<file path="config.mk">
export PLATFORM = sky130hd
export DESIGN_NAME = axi_bresp_gen
export DESIGN_NICKNAME = d
export VERILOG_FILES = /design/src/rtl/axi_bresp_gen.sv
export SDC_FILE = /design/constraint.sdc
export NUM_CORES = 1
export LEC_CHECK = 0
export BUFFER_PORTS_ARGS = -buffer_cell sky130_fd_sc_hd__buf_2
export CAP_MARGIN = 20
export CORE_MARGIN = 5
export CORE_UTILIZATION = 50
export CTS_BUF_LIST = sky130_fd_sc_hd__clkbuf_8
export DETAILED_ROUTE_END_ITERATION = 6
export GPL_TIMING_DRIVEN = 0
export PLACE_DENSITY_LB_ADDON = 0.12
export SETUP_SLACK_MARGIN = 0.2
export SYNTH_ARGS = -nofsm -noshare
export SYNTH_HDL_FRONTEND = slang
export SYNTH_SLANG_ARGS = --single-unit
export TNS_END_PERCENT = 1
</file>
<file path="constraint.sdc">
create_clock -name clk -period 2.2 [get_ports clk]
set_input_delay 0.66 -clock clk [delete_from_list [all_inputs] [get_ports clk]]
set_output_delay 0.66 -clock clk [all_outputs]
set_load 0.005 [all_outputs]
</file>
<file path="src/rtl/axi_bresp_gen.sv">
// AXI write-response generator: tracks accepted AW bursts in a circular buffer,
// folds per-beat backend errors and address decode into one B response per burst.
module axi_bresp_gen #(
  parameter int          ID_W    = 4,
  parameter int          DEPTH   = 4,
  parameter logic [31:0] ADDR_LO = 32'h0000_0000,
  parameter logic [31:0] ADDR_HI = 32'h0000_FFFF
) (
  input  logic            clk,
  input  logic            rst,
  input  logic            awvalid,
  output logic            awready,
  input  logic [ID_W-1:0] awid,
  input  logic [31:0]     awaddr,
  input  logic            wvalid,
  output logic            wready,
  input  logic            wlast,
  input  logic            werr,
  output logic            bvalid,
  input  logic            bready,
  output logic [ID_W-1:0] bid,
  output logic [1:0]      bresp
);

  localparam int          PW       = $clog2(DEPTH);
  localparam logic [PW:0] ONE      = (PW+1)'(1);
  localparam logic [PW:0] FULL_CNT = (PW+1)'(DEPTH);

  localparam logic [1:0] RESP_OKAY   = 2'b00;
  localparam logic [1:0] RESP_SLVERR = 2'b10;
  localparam logic [1:0] RESP_DECERR = 2'b11;

  // Pointers carry an extra wrap bit so full and empty are distinguishable.
  logic [PW:0] wp_reg, wp_next;
  logic [PW:0] dp_reg, dp_next;
  logic [PW:0] rp_reg, rp_next;
  logic        sticky_reg, sticky_next;

  logic [ID_W-1:0] id_mem   [DEPTH];
  logic            dec_mem  [DEPTH];
  logic [1:0]      resp_mem [DEPTH];

  logic [PW-1:0] wp_idx, dp_idx, rp_idx;
  logic [PW:0]   used;
  logic          aw_hs, w_hs, w_done, b_hs;
  logic          below_lo, above_hi, addr_dec;
  logic [1:0]    done_resp;

  assign wp_idx = wp_reg[PW-1:0];
  assign dp_idx = dp_reg[PW-1:0];
  assign rp_idx = rp_reg[PW-1:0];
  assign used   = wp_reg - rp_reg;

  // Handshake qualifiers depend only on registered state.
  assign awready = (used != FULL_CNT);
  assign wready  = (wp_reg != dp_reg);
  assign bvalid  = (dp_reg != rp_reg);

  assign aw_hs  = awvalid & awready;
  assign w_hs   = wvalid & wready;
  assign w_done = w_hs & wlast;
  assign b_hs   = bvalid & bready;

  // Bounds at the extremes of the address space can never be violated.
  generate
    if (ADDR_LO == 32'h0000_0000) begin : g_lo_open
      assign below_lo = 1'b0;
    end else begin : g_lo_cmp
      assign below_lo = (awaddr < ADDR_LO);
    end
    if (ADDR_HI == 32'hFFFF_FFFF) begin : g_hi_open
      assign above_hi = 1'b0;
    end else begin : g_hi_cmp
      assign above_hi = (awaddr > ADDR_HI);
    end
  endgenerate

  assign addr_dec = below_lo | above_hi;

  always_comb begin
    done_resp = RESP_OKAY;
    if (dec_mem[dp_idx]) begin
      done_resp = RESP_DECERR;
    end else if (sticky_reg | werr) begin
      done_resp = RESP_SLVERR;
    end
  end

  always_comb begin
    wp_next     = wp_reg;
    dp_next     = dp_reg;
    rp_next     = rp_reg;
    sticky_next = sticky_reg;
    if (aw_hs) begin
      wp_next = wp_reg + ONE;
    end
    if (w_hs) begin
      sticky_next = sticky_reg | werr;
    end
    if (w_done) begin
      dp_next     = dp_reg + ONE;
      sticky_next = 1'b0;
    end
    if (b_hs) begin
      rp_next = rp_reg + ONE;
    end
  end

  always_ff @(posedge clk) begin
    if (rst) begin
      wp_reg     <= '0;
      dp_reg     <= '0;
      rp_reg     <= '0;
      sticky_reg <= 1'b0;
    end else begin
      wp_reg     <= wp_next;
      dp_reg     <= dp_next;
      rp_reg     <= rp_next;
      sticky_reg <= sticky_next;
    end
  end

  // Entry payload needs no reset: validity is implied by the pointers.
  always_ff @(posedge clk) begin
    if (aw_hs) begin
      id_mem[wp_idx]  <= awid;
      dec_mem[wp_idx] <= addr_dec;
    end
    if (w_done) begin
      resp_mem[dp_idx] <= done_resp;
    end
  end

  assign bid   = bvalid ? id_mem[rp_idx]   : '0;
  assign bresp = bvalid ? resp_mem[rp_idx] : 2'b00;

endmodule
</file>
==> summary.txt <==
Yosys
  • #FFs+latches synth: 42
  • Synth area leaders: edfxtp_1 44%, dfxtp_1 15%, mux4_2 8.2%, ha_1 7.2%, nor2b_1 2.6%
  • Syn Area/Cell: 14.4 sq um
  • Largest area contributor in the synthesized netlist: edfxtp_1
  • Cells after synthesis: ~130
  • Synth unique cells: 27
  • Mapped Nets: between 150 and 200
  • Synth warnings: 0
  • Mapped Area: ~1900 sq um
  • Share of the synthesized area in the top cell type: 0.439
  • Sequential-to-total area share from yosys stat: 0.585

Clocking
  • Clk root buf: clkbuf_8
  • CTS tree: built
  • Clk_lat worst skew: 0.29 ns
  • H-tree levels: 2
  • Clock Sinks: between 40 and 50
  • Clock tree buffer depth: 2
  • Cts bufs inserted: 5
  • Clk slew on worst S/H paths: around 0.07 ns

Route
  • Initial drt markers: roughly 50
  • DRT Pass-1 Iters: 4
  • # DRC: 0
  • Post-DR vias/cell: roughly 5
  • Routed Antenna Nets: 0
  • Routed length per placed instance: between 15 and 20 microns
  • Final WL: about 3500 microns
  • DR vias: between 1k and 1.5k

Placed design
  • Placed instance count: 216
  • GPL Wtd Cong: 0.776
  • PortBufs: 35
  • Pre-CTS setup slack: -0.161 ns
  • Post-DP HPWL: ~2600 microns
  • Placed Area: approximately 2200 sq um

Floorplanning
  • Full die area: just over 5000 sq um
  • Number of core rows: 22
  • Io pins: 52
  • Core Region: 3690 sq um
  • Initial Util: 0.520
  • Die height: between 70 and 80 microns
  • Die Wd: 71.9 microns

STA
  • Slew at the pin closest to its max-slew limit: roughly 0.48 ns
  • Final setup fails: 0
  • Final worst slack: between 0.03 and 0.04 ns
  • Fin. Hold Viols: 0
  • Fin crit share: 0.986
  • Max-slew violations: 0
  • Tmin final: about 2.2 ns
  • Rel. slew slack: 0.676
  • Max Fclk: about 460 MHz
  • RSZ-0062 raised after global routing: yes
  • Setup Skew: a little under 0.004 ns

Worst setup path
  • CP Cell Sequence: buf_8 -> mux4_2 -> nor2b_1 -> buf_2
  • Slowest CP cell: mux4_2
  • Top Family by Delay on Critical Path: multiplexers
  • Worst endpoint data arrival time: roughly 1.5 ns
  • CP max FO: 6
  • Critical Path Start Type: register
  • Kind of critical path: register to output port
  • CP max stage delay: roughly 0.49 ns
  • Worst Setup End Kind: output port
  • Number of buffers and inverters on the critical path: 2
  • WP data required: ~1.5 ns

Global route
  • First-pass GRT wire length: around 5700 microns
  • Grt ovf: 0
  • Number of global-route vias before repair: ~1.2k
  • Largest net degree at the start of global routing: 13
  • Initial antenna violation count: 0
  • GRT Util Overall: 0.148

Pwr
  • Static Leakage: between 0.0009 and 0.001 uW
  • Switching power: roughly 470 uW
  • Switching share of power: 0.261
  • VDD IR max: 0.000421 V
  • Comb pwr share: 0.232
  • Cell internal pwr: 1340 uW
  • Clock network fraction of total power: 0.254
  • Reg power frac: 0.514
  • Power density over the cells: ~740 nW/um^2

Run
  • # Max-Cap Violations: 0

Layout
  • Top reg by flops: id_mem
  • Diode count: 0
  • Share of cells above drive strength 1: 0.472
  • Commonest non-fill, non-tap cells in the layout: 34 x buf_2, 28 x edfxtp_1, 11 x nor2_1, 9 x ha_1
  • Nets: roughly 230
  • Largest register FFs: 16
  • Post-route cell area: between 2000 and 2500 sq um
  • Finished Layout Cells: ~230
  • Biggest regs: id_mem (16), resp_mem (8), dec_mem (4)
  • FILL cells: approximately 290
  • Most common cell after layout, fill and taps aside: buf_2
  • Layout area overhead: 26.5%

Hold path
  • Hold crit path type: register to register

Status
  • Outcome: finished, final reports clean
==> worst reg2reg max path, stage by stage (launching register included) <==
cell and delay [ns]:
dfxtp_4 0.38, inv_4 0.04, ha_2 0.17, nor2b_4 0.13, xnor2_2 0.13, buf_4 0.15, a31oi_2 0.32, and2_2 0.29
==> power by group through the flow <==
stage | Sequential [uW] | Clock [uW] | Combinational, uW
floorplan | 926 | 0 | 209
global placement | 934 | 0 | 302
detailed placement | 936 | 0 | 315
CTS | 923 | 467 | 364
global route | 935 | 507 | 459
finish | 929 | 458 | 419
==> cells by family after synthesis <==
group	share of synthesized area
mux	0.114
compound gates	0.0392
xor+xnor	0.0627
simple gates	0.108
flops	0.585
fa+ha+maj	0.0718
buf+inv	0.0202
==> per-layer routing <==
metal / up-vias / part of all wire / global-route usage
met5: - / 0 / 0
met4: 0 / 0.017 / 0.0689
met3: 4 / 0.041 / 0.0443
met2: 19 / 0.55 / 0.265
met1: 567 / 0.40 / 0.160
li1: 570 / - / -
==> path summary, 6_finish.rpt <==
kind / start / end / slack [ns] / depth (start not counted)
worst max-delay path: register / bresp[0] / 0.03 / 4
worst min-delay path: sticky_reg$_SDFFE_PP0P_ / sticky_reg$_SDFFE_PP0P_ / 0.54 / 2
worst max register to register: wp_reg[0]$_SDFFE_PP0N_ / id_mem[0][3]$_DFFE_PP_ / 0.31 / 7
worst min register to register: sticky_reg$_SDFFE_PP0P_ / sticky_reg$_SDFFE_PP0P_ / 0.54 / 2
==> synth_stat cells <==
| cell type | n |
|---|---|
| a311oi_2 | 1 |
| a31oi_1 | 1 |
| nand2b_1 | 2 |
| clkbuf_1 | 1 |
| xnor2_2 | 2 |
| nor2b_1 | 8 |
| or3_1 | 1 |
| nor2_1 | 11 |
| inv_1 | 8 |
| mux4_2 | 7 |
| nor3_1 | 2 |
| and2_1 | 6 |
| o311ai_0 | 1 |
| nor4_1 | 4 |
| buf_2 | 1 |
| edfxtp_1 | 28 |
| xnor2_1 | 5 |
| o31ai_1 | 1 |
| mux2i_1 | 3 |
| nand2_1 | 2 |
| nand3_1 | 2 |
| dfxtp_1 | 14 |
| ha_1 | 11 |
| nand4_1 | 1 |
| a31oi_2 | 3 |
| xor2_1 | 5 |
| mux2_4 | 2 |
==> stage by stage <==
step / util / total power, uW / setup TNS [ns] / hold slack [ns]
final: 0.657 / 1810 / 0 / 0.535
after global routing: 0.657 / 1900 / -0.148 / 0.571
after CTS: 0.626 / 1750 / 0 / 0.527
after detailed placement: 0.583 / 1250 / -0.960 / 0.510
after global placement: 0.583 / 1240 / -0.674 / 0.502
after floorplan: - / 1130 / 0 / 0.480
==> what timing repair did <==
item                                    in CTS  in global routing
hold buffers                                 0                  0
pin swaps                                    2                  4
resized for setup                           10                 30
buffers inserted                             2                  2
endpoints found under the setup margin      24                 25
==> layout make-up <==
class,instances,area [sq um],share of cell area
Buffer,2,18.8,0.00774
Sequential cell,42,1140,0.472
Multi-Input combinational cell,81,860,0.354
Clock inverter,3,12.5,0.00516
Timing Repair Buffer,39,224,0.0924
Tap cell,48,60.1,0.0248
Inverter,8,37.5,0.0155
Clock buffer,5,68.8,0.0284
(Power assumes the default switching activity.)
